--- src/rtl/demo_rsp_pkg.sv ---
// -----------------------------------------------------------------------------
// demo_rsp_pkg
//   Shared definitions for the response collector: FSM state encoding, result
//   code width and the legal result code range, plus a helper that classifies
//   a result code.
// -----------------------------------------------------------------------------
package demo_rsp_pkg;

  localparam int RESULT_W   = 4;
  localparam int RESULT_MIN = 1;
  localparam int RESULT_MAX = 10;

  // Collector FSM states. Exposed on the top-level debug output.
  typedef enum logic [1:0] {
    ST_IDLE   = 2'd0,
    ST_ACTIVE = 2'd1,
    ST_DONE   = 2'd2
  } state_e;

  // A result code is legal when it lies inside RESULT_MIN..RESULT_MAX.
  function automatic logic is_legal(input logic [RESULT_W-1:0] result);
    return (int'(result) >= RESULT_MIN) && (int'(result) <= RESULT_MAX);
  endfunction

endpackage

--- src/rtl/demo_rsp_fifo.sv ---
// -----------------------------------------------------------------------------
// demo_rsp_fifo
//   Parameterized show-ahead synchronous FIFO. The head entry is visible on
//   rdata_o whenever the FIFO is not empty (zero-latency read); rdata_o is
//   forced to zero while empty. A pushed entry becomes visible one cycle after
//   the push. flush_i empties the FIFO and overrides push and pop.
//
//   Ports
//     clk, rst_n   : clock (rising edge), asynchronous active-low reset
//     flush_i      : synchronous flush (pointers and count to zero)
//     push_i       : write wdata_i (ignored when full unless pop_i is set)
//     wdata_i      : entry to write
//     pop_i        : remove head entry (ignored when empty)
//     rdata_o      : head entry, zero when empty
//     full_o       : count == DEPTH
//     empty_o      : count == 0
//     count_o      : occupancy, 0..DEPTH
//
//   DEPTH must be a power of two (>= 2) so the pointers wrap naturally.
// -----------------------------------------------------------------------------
module demo_rsp_fifo #(
  parameter int WIDTH = 28,
  parameter int DEPTH = 4,
  localparam int PTR_W = $clog2(DEPTH),
  localparam int CNT_W = PTR_W + 1
) (
  input  logic             clk,
  input  logic             rst_n,
  input  logic             flush_i,
  input  logic             push_i,
  input  logic [WIDTH-1:0] wdata_i,
  input  logic             pop_i,
  output logic [WIDTH-1:0] rdata_o,
  output logic             full_o,
  output logic             empty_o,
  output logic [CNT_W-1:0] count_o
);

  logic [WIDTH-1:0] mem_q [DEPTH];
  logic [PTR_W-1:0] wr_ptr_q, wr_ptr_d;
  logic [PTR_W-1:0] rd_ptr_q, rd_ptr_d;
  logic [CNT_W-1:0] count_q, count_d;

  logic do_push;
  logic do_pop;

  assign full_o  = (count_q == CNT_W'(DEPTH));
  assign empty_o = (count_q == '0);
  assign count_o = count_q;

  // A full FIFO can still take a push when the head leaves in the same cycle.
  assign do_pop  = pop_i && !empty_o && !flush_i;
  assign do_push = push_i && (!full_o || do_pop) && !flush_i;

  always_comb begin
    wr_ptr_d = wr_ptr_q;
    rd_ptr_d = rd_ptr_q;
    count_d  = count_q;
    if (flush_i) begin
      wr_ptr_d = '0;
      rd_ptr_d = '0;
      count_d  = '0;
    end else begin
      if (do_push) wr_ptr_d = wr_ptr_q + PTR_W'(1);
      if (do_pop)  rd_ptr_d = rd_ptr_q + PTR_W'(1);
      case ({do_push, do_pop})
        2'b10:   count_d = count_q + CNT_W'(1);
        2'b01:   count_d = count_q - CNT_W'(1);
        default: count_d = count_q;
      endcase
    end
  end

  always_ff @(posedge clk or negedge rst_n) begin
    if (!rst_n) begin
      wr_ptr_q <= '0;
      rd_ptr_q <= '0;
      count_q  <= '0;
    end else begin
      wr_ptr_q <= wr_ptr_d;
      rd_ptr_q <= rd_ptr_d;
      count_q  <= count_d;
    end
  end

  // Storage needs no reset: stale entries are never visible because the
  // read data is masked while the FIFO is empty.
  always_ff @(posedge clk) begin
    if (do_push) mem_q[wr_ptr_q] <= wdata_i;
  end

  assign rdata_o = empty_o ? '0 : mem_q[rd_ptr_q];

endmodule

--- src/rtl/demo_rsp_collect.sv ---
// -----------------------------------------------------------------------------
// demo_rsp_collect
//   Collects result beats from an upstream source that cannot be stalled.
//   Legal beats (result code 1..10) are buffered in a show-ahead FIFO and
//   offered downstream over a valid/ready pair. A burst closes once
//   EXPECT_CNT legal beats have been accepted; afterwards every beat is
//   ignored until clr_i or reset. Illegal beats raise a sticky err flag;
//   legal beats that find the FIFO full are dropped and counted in ovf_cnt.
//
//   Handshake: out_vld is high whenever the FIFO holds an entry; the head is
//   consumed on a rising clk edge where out_vld and out_rdy are both high, and
//   the payload stays stable while out_vld=1 and out_rdy=0.
//
//   Ports
//     clk, rst_n        : clock (rising edge), asynchronous active-low reset
//     vld_i, result_i   : upstream beat valid and result code
//     addr_i, data_i    : upstream beat payload
//     clr_i             : synchronous clear (flush, zero counters, go IDLE)
//     out_vld, out_rdy  : downstream valid/ready
//     out_result/addr/data : FIFO head, zero when empty
//     full, empty, count: FIFO occupancy
//     acc_cnt, ovf_cnt  : accepted legal beats / legal beats dropped on full
//     err, done         : sticky illegal-code flag / burst complete
//     dbg_state_o       : current FSM state
// -----------------------------------------------------------------------------
module demo_rsp_collect
  import demo_rsp_pkg::*;
#(
  parameter int ADDR_WIDTH = 8,
  parameter int DATA_WIDTH = 16,
  parameter int FIFO_DEPTH = 4,
  parameter int EXPECT_CNT = 10,
  localparam int CNT_W     = $clog2(FIFO_DEPTH) + 1
) (
  input  logic                  clk,
  input  logic                  rst_n,
  input  logic                  vld_i,
  input  logic [RESULT_W-1:0]   result_i,
  input  logic [ADDR_WIDTH-1:0] addr_i,
  input  logic [DATA_WIDTH-1:0] data_i,
  input  logic                  clr_i,
  output logic                  out_vld,
  input  logic                  out_rdy,
  output logic [RESULT_W-1:0]   out_result,
  output logic [ADDR_WIDTH-1:0] out_addr,
  output logic [DATA_WIDTH-1:0] out_data,
  output logic                  full,
  output logic                  empty,
  output logic [CNT_W-1:0]      count,
  output logic [7:0]            acc_cnt,
  output logic [7:0]            ovf_cnt,
  output logic                  err,
  output logic                  done,
  output state_e                dbg_state_o
);

  localparam int ENTRY_W = RESULT_W + ADDR_WIDTH + DATA_WIDTH;

  state_e     state_q, state_d;
  logic [7:0] acc_cnt_q, acc_cnt_d;
  logic [7:0] ovf_cnt_q, ovf_cnt_d;
  logic       err_q, err_d;

  logic               beat_legal;
  logic               beat_illegal;
  logic               live;
  logic               pop;
  logic               push;
  logic               drop_ovf;
  logic [ENTRY_W-1:0] fifo_wdata;
  logic [ENTRY_W-1:0] fifo_rdata;

  assign beat_legal   = vld_i && is_legal(result_i);
  assign beat_illegal = vld_i && !is_legal(result_i);

  // Beats are only considered outside DONE and never in a clearing cycle.
  assign live = (state_q != ST_DONE) && !clr_i;

  assign out_vld  = !empty;
  assign pop      = out_vld && out_rdy;
  assign push     = live && beat_legal && (!full || pop);
  assign drop_ovf = live && beat_legal && full && !pop;

  assign fifo_wdata = {result_i, addr_i, data_i};

  demo_rsp_fifo #(
    .WIDTH (ENTRY_W),
    .DEPTH (FIFO_DEPTH)
  ) u_fifo (
    .clk     (clk),
    .rst_n   (rst_n),
    .flush_i (clr_i),
    .push_i  (push),
    .wdata_i (fifo_wdata),
    .pop_i   (pop),
    .rdata_o (fifo_rdata),
    .full_o  (full),
    .empty_o (empty),
    .count_o (count)
  );

  assign {out_result, out_addr, out_data} = fifo_rdata;

  always_comb begin
    state_d   = state_q;
    acc_cnt_d = acc_cnt_q;
    ovf_cnt_d = ovf_cnt_q;
    err_d     = err_q;
    if (clr_i) begin
      state_d   = ST_IDLE;
      acc_cnt_d = '0;
      ovf_cnt_d = '0;
      err_d     = 1'b0;
    end else begin
      if (push) acc_cnt_d = acc_cnt_q + 8'd1;
      if (drop_ovf && (ovf_cnt_q != 8'hFF)) ovf_cnt_d = ovf_cnt_q + 8'd1;
      if (live && beat_illegal) err_d = 1'b1;

      if ((state_q == ST_IDLE) && live && beat_legal) state_d = ST_ACTIVE;
      // Reaching the burst length wins over IDLE->ACTIVE, so EXPECT_CNT=1
      // goes straight from IDLE to DONE.
      if (push && ((acc_cnt_q + 8'd1) == 8'(EXPECT_CNT))) state_d = ST_DONE;
    end
  end

  always_ff @(posedge clk or negedge rst_n) begin
    if (!rst_n) begin
      state_q   <= ST_IDLE;
      acc_cnt_q <= '0;
      ovf_cnt_q <= '0;
      err_q     <= 1'b0;
    end else begin
      state_q   <= state_d;
      acc_cnt_q <= acc_cnt_d;
      ovf_cnt_q <= ovf_cnt_d;
      err_q     <= err_d;
    end
  end

  assign acc_cnt     = acc_cnt_q;
  assign ovf_cnt     = ovf_cnt_q;
  assign err         = err_q;
  assign done        = (state_q == ST_DONE);
  assign dbg_state_o = state_q;

endmodule

--- config.mk ---
export PLATFORM = sky130hd
export DESIGN_NAME = demo_rsp_collect
export DESIGN_NICKNAME = d
export VERILOG_FILES = /design/src/rtl/demo_rsp_pkg.sv /design/src/rtl/demo_rsp_fifo.sv /design/src/rtl/demo_rsp_collect.sv
export SDC_FILE = /design/constraint.sdc
export NUM_CORES = 1
export LEC_CHECK = 0
export ABC_AREA = 1
export CAP_MARGIN = 40
export CORE_UTILIZATION = 46
export DETAILED_ROUTE_END_ITERATION = 7
export GPL_TIMING_DRIVEN = 0
export PLACE_DENSITY = 0.69
export SETUP_SLACK_MARGIN = 0.05
export SLEW_MARGIN = 20
export SYNTH_ARGS = -nofsm -noshare
export SYNTH_HDL_FRONTEND = slang
export SYNTH_SLANG_ARGS = --single-unit
--- constraint.sdc ---
create_clock -name clk -period 5.2 [get_ports clk]
set_input_delay 1.3 -clock clk [delete_from_list [all_inputs] [get_ports clk]]
set_output_delay 1.3 -clock clk [all_outputs]
set_load 0.02 [all_outputs]
==> metrics <==
fin crit period=4260 ps; Final Hold Fails=0; ys async rst share=18.84%; IO Count=just under 90; Die Area=13,450 um^2; Max VDD drop=about 220 uV; global-route wire length before repair=between 20,000 and 25,000 um; share of layout cells above drive strength 1=9.323%; # diodes=0; most common cell after layout, fill and taps aside=nor2_1; Synthesis Warnings=0; initial core utilization=between 40 and 50%; WL per Instance=~16 um; TritonCTS clock tree=built; crit end category=primary output; Max-slew headroom=between 60 and 70%; cell row count=41; Post-synth EDFFs=112; initial antenna violation count=0; RSZ-0062 raised after global routing=no; vias in the first global route=4,252; First DRT Iteration DRCs=314; clock tree buffer depth=2; largest net degree at the start of global routing=27; Clk Latency, worst-skew pair=between 400 and 500 ps; core area=between 10,000 and 15,000 um^2; Post-CTS Setup Inserts=0; DR vias=4,312; Avg Cell Area, Syn=approximately 11 um^2; post-cts resize count=0; Clk pin slew, worst setup/hold paths=~60 ps; WL final=13,640 um; H-tree levels=4; CP required=between 3000 and 4000 ps; commonest non-fill, non-tap cells in the layout=125 x nor2_1, 112 x edfxtp_1, 84 x clkdlybuf4s50_1; IO buf count=85; Setup TNS=0 ps; hpwl dp=between 8000 and 9000 um; routability cong.=0.8408; GRT Util Overall=22.11%; vias per cell=just over 5; slowest stage delay, CP=680 ps; syn_nets=a little under 600; pins over their slew limit=0; sequential cell area=4014 um^2; Area Growth Syn to Fin=30.17%; CTS Buf Count=17; DIE HEIGHT=between 100 and 150 um; Cells after Synth=544; NumNets Final=roughly 690; Slowest cell on crit path=clkdlybuf4s50_1; fill count=1,048; DRT antenna net count=0; mapped cell area=5976 um^2; grt ovf=0; period utilization=about four fifths; clk sink count=between 100 and 150; Max Cap Viol=0; multi-input logic area=between 1500 and 2000 um^2; status=completed; WP data arrival=2960 ps; Setup Crit Path Kind=flip-flop to primary output; register area share after synthesis=67.17%; fin area=roughly 7800 um^2; Power Dens Cells=about 370 nW/um^2; CP Cell Sequence=inv_2 > clkbuf_1 > clkbuf_1 > o21ai_0 > a21oi_1 > clkdlybuf4s50_1; Fmax=around 230 MHz; Max FO, Critical Path=10; Hold Path Class=flip-flop to flip-flop; setup violators final=0; hold buffer count at CTS=0; Pleak=2.931 nW; Die Wd=~120 um; Worst Setup Start Kind=flip-flop; clock skew=between 8 and 9 ps; DRT Pass-1 Iters=5; Synth cell types=35; worst slew pin tran=approximately 600 ps; Synth Register Bits=approximately 140; CP most frequent cell=clkbuf_1; dpl cell area=approximately 7200 um^2; Post-synth top flop=edfxtp_1; clk root buf=clkbuf_16; drt drc=0
## path summary, 6_finish.rpt
path                       slack (ps)  depth (start not counted)                      startpoint                             to
max reg2reg                      2860                         13   u_fifo.count_o[0]$_DFFE_PN0P_  u_fifo.count_o[2]$_DFFE_PN0P_
min reg2reg                       550                          1                 err$_DFFE_PN0P_                err$_DFFE_PN0P_
max in group asynchronous        3930                          1                           rst_n         acc_cnt[5]$_DFFE_PN0P_
min                               550                          1                 err$_DFFE_PN0P_                err$_DFFE_PN0P_
min in group asynchronous         870                          1                           rst_n         ovf_cnt[3]$_DFFE_PN0P_
max                               940                          6  u_fifo.rd_ptr_q[0]$_DFFE_PN0P_                  out_result[1]
## metrics by stage
step | worst slack, ps | hold slack, ps | power [mW] | utilization [%] | instances
after floorplan | 1565 | 579.6 | 1.460 | - | 544
after detailed placement | 1395 | 548.9 | 1.642 | 56.81 | 805
after CTS | 925.7 | 561.8 | 2.875 | 61.64 | 837
final | 940.5 | 546.2 | 2.860 | 61.64 | 837
after global placement | 120.3 | 535.6 | 1.626 | 55.80 | 801
after global routing | 828.3 | 579.8 | 2.960 | 61.64 | 837
## routing by layer
metal | share of wire, % | vias to the layer above | wire length, um | GRT usage, %
met1 | 42 | 2093 | 5757 | 27.51
met2 | 50 | 117 | 6871 | 36.79
li1 | - | 2087 | - | -
met4 | 1.1 | 0 | 150 | 6.667
met5 | 0 | - | 0 | 0
met3 | 6.3 | 15 | 861 | 7.270
## registers in the layout, indices dropped and copies added (netlist names)
signal / count
acc_cnt: 8
u_fifo.rd_ptr_q: 2
ovf_cnt: 8
u_fifo.wr_ptr_q: 2
u_fifo.mem_q: 112
dbg_state_o: 2
u_fifo.count_o: 3
err: 1
## power by group
| part | leakage (nW) | switching (mW) | internal [mW] | total, mW |
|---|---|---|---|---|
| logic | 1.27 | 0.218 | 0.145 | 0.363 |
| registers | 1.37 | 0.0255 | 1.23 | 1.26 |
| clock network | 0.296 | 0.446 | 0.797 | 1.24 |
## critical path, delay by kind of cell (launching register included)
kind	cells	cell delay, ps
AOI/OAI and AO/OA	2	450
buffers and inverters	4	1690
DFF	1	410
## synth_stat cells, types with 5 or more instances
cell type,instances,area [um^2]
dfrtp_1,26,650.6
a21oi_1,32,160.2
edfxtp_1,112,3363
o21ai_0,64,320.3
nand4_1,6,37.54
nand2_1,43,161.4
ha_1,7,87.58
buf_2,8,40.04
o22ai_1,6,37.54
nand3_1,22,110.1
xor2_1,5,43.79
nor2_1,129,484.2
inv_1,38,142.6
clkbuf_1,12,45.04
## area by class of cell
cell class | count | share of cell area, %
Sequential cell | 138 | 51.60
Multi-Input combinational cell | 340 | 22.04
Timing Repair Buffer | 89 | 12.19
Clock buffer | 19 | 5.565
Tap cell | 172 | 2.767
Clock inverter | 13 | 2.268
Inverter | 42 | 2.091
Buffer | 24 | 1.480
## logic make-up (layout without fill, tap and decap cells)
group / after synthesis / in the layout / share of synthesized area [%]
and+or+nand+nor: 216 / 216 / 15.93
DFF: 138 / 138 / 67.17
AOI/OAI and AO/OA: 109 / 109 / 9.422
buffers and inverters: 66 / 187 / 4.648
adders and majority gates: 8 / 8 / 1.801
xor gates and xnor gates: 7 / 7 / 1.026
Power figures use the tool's default switching activity.
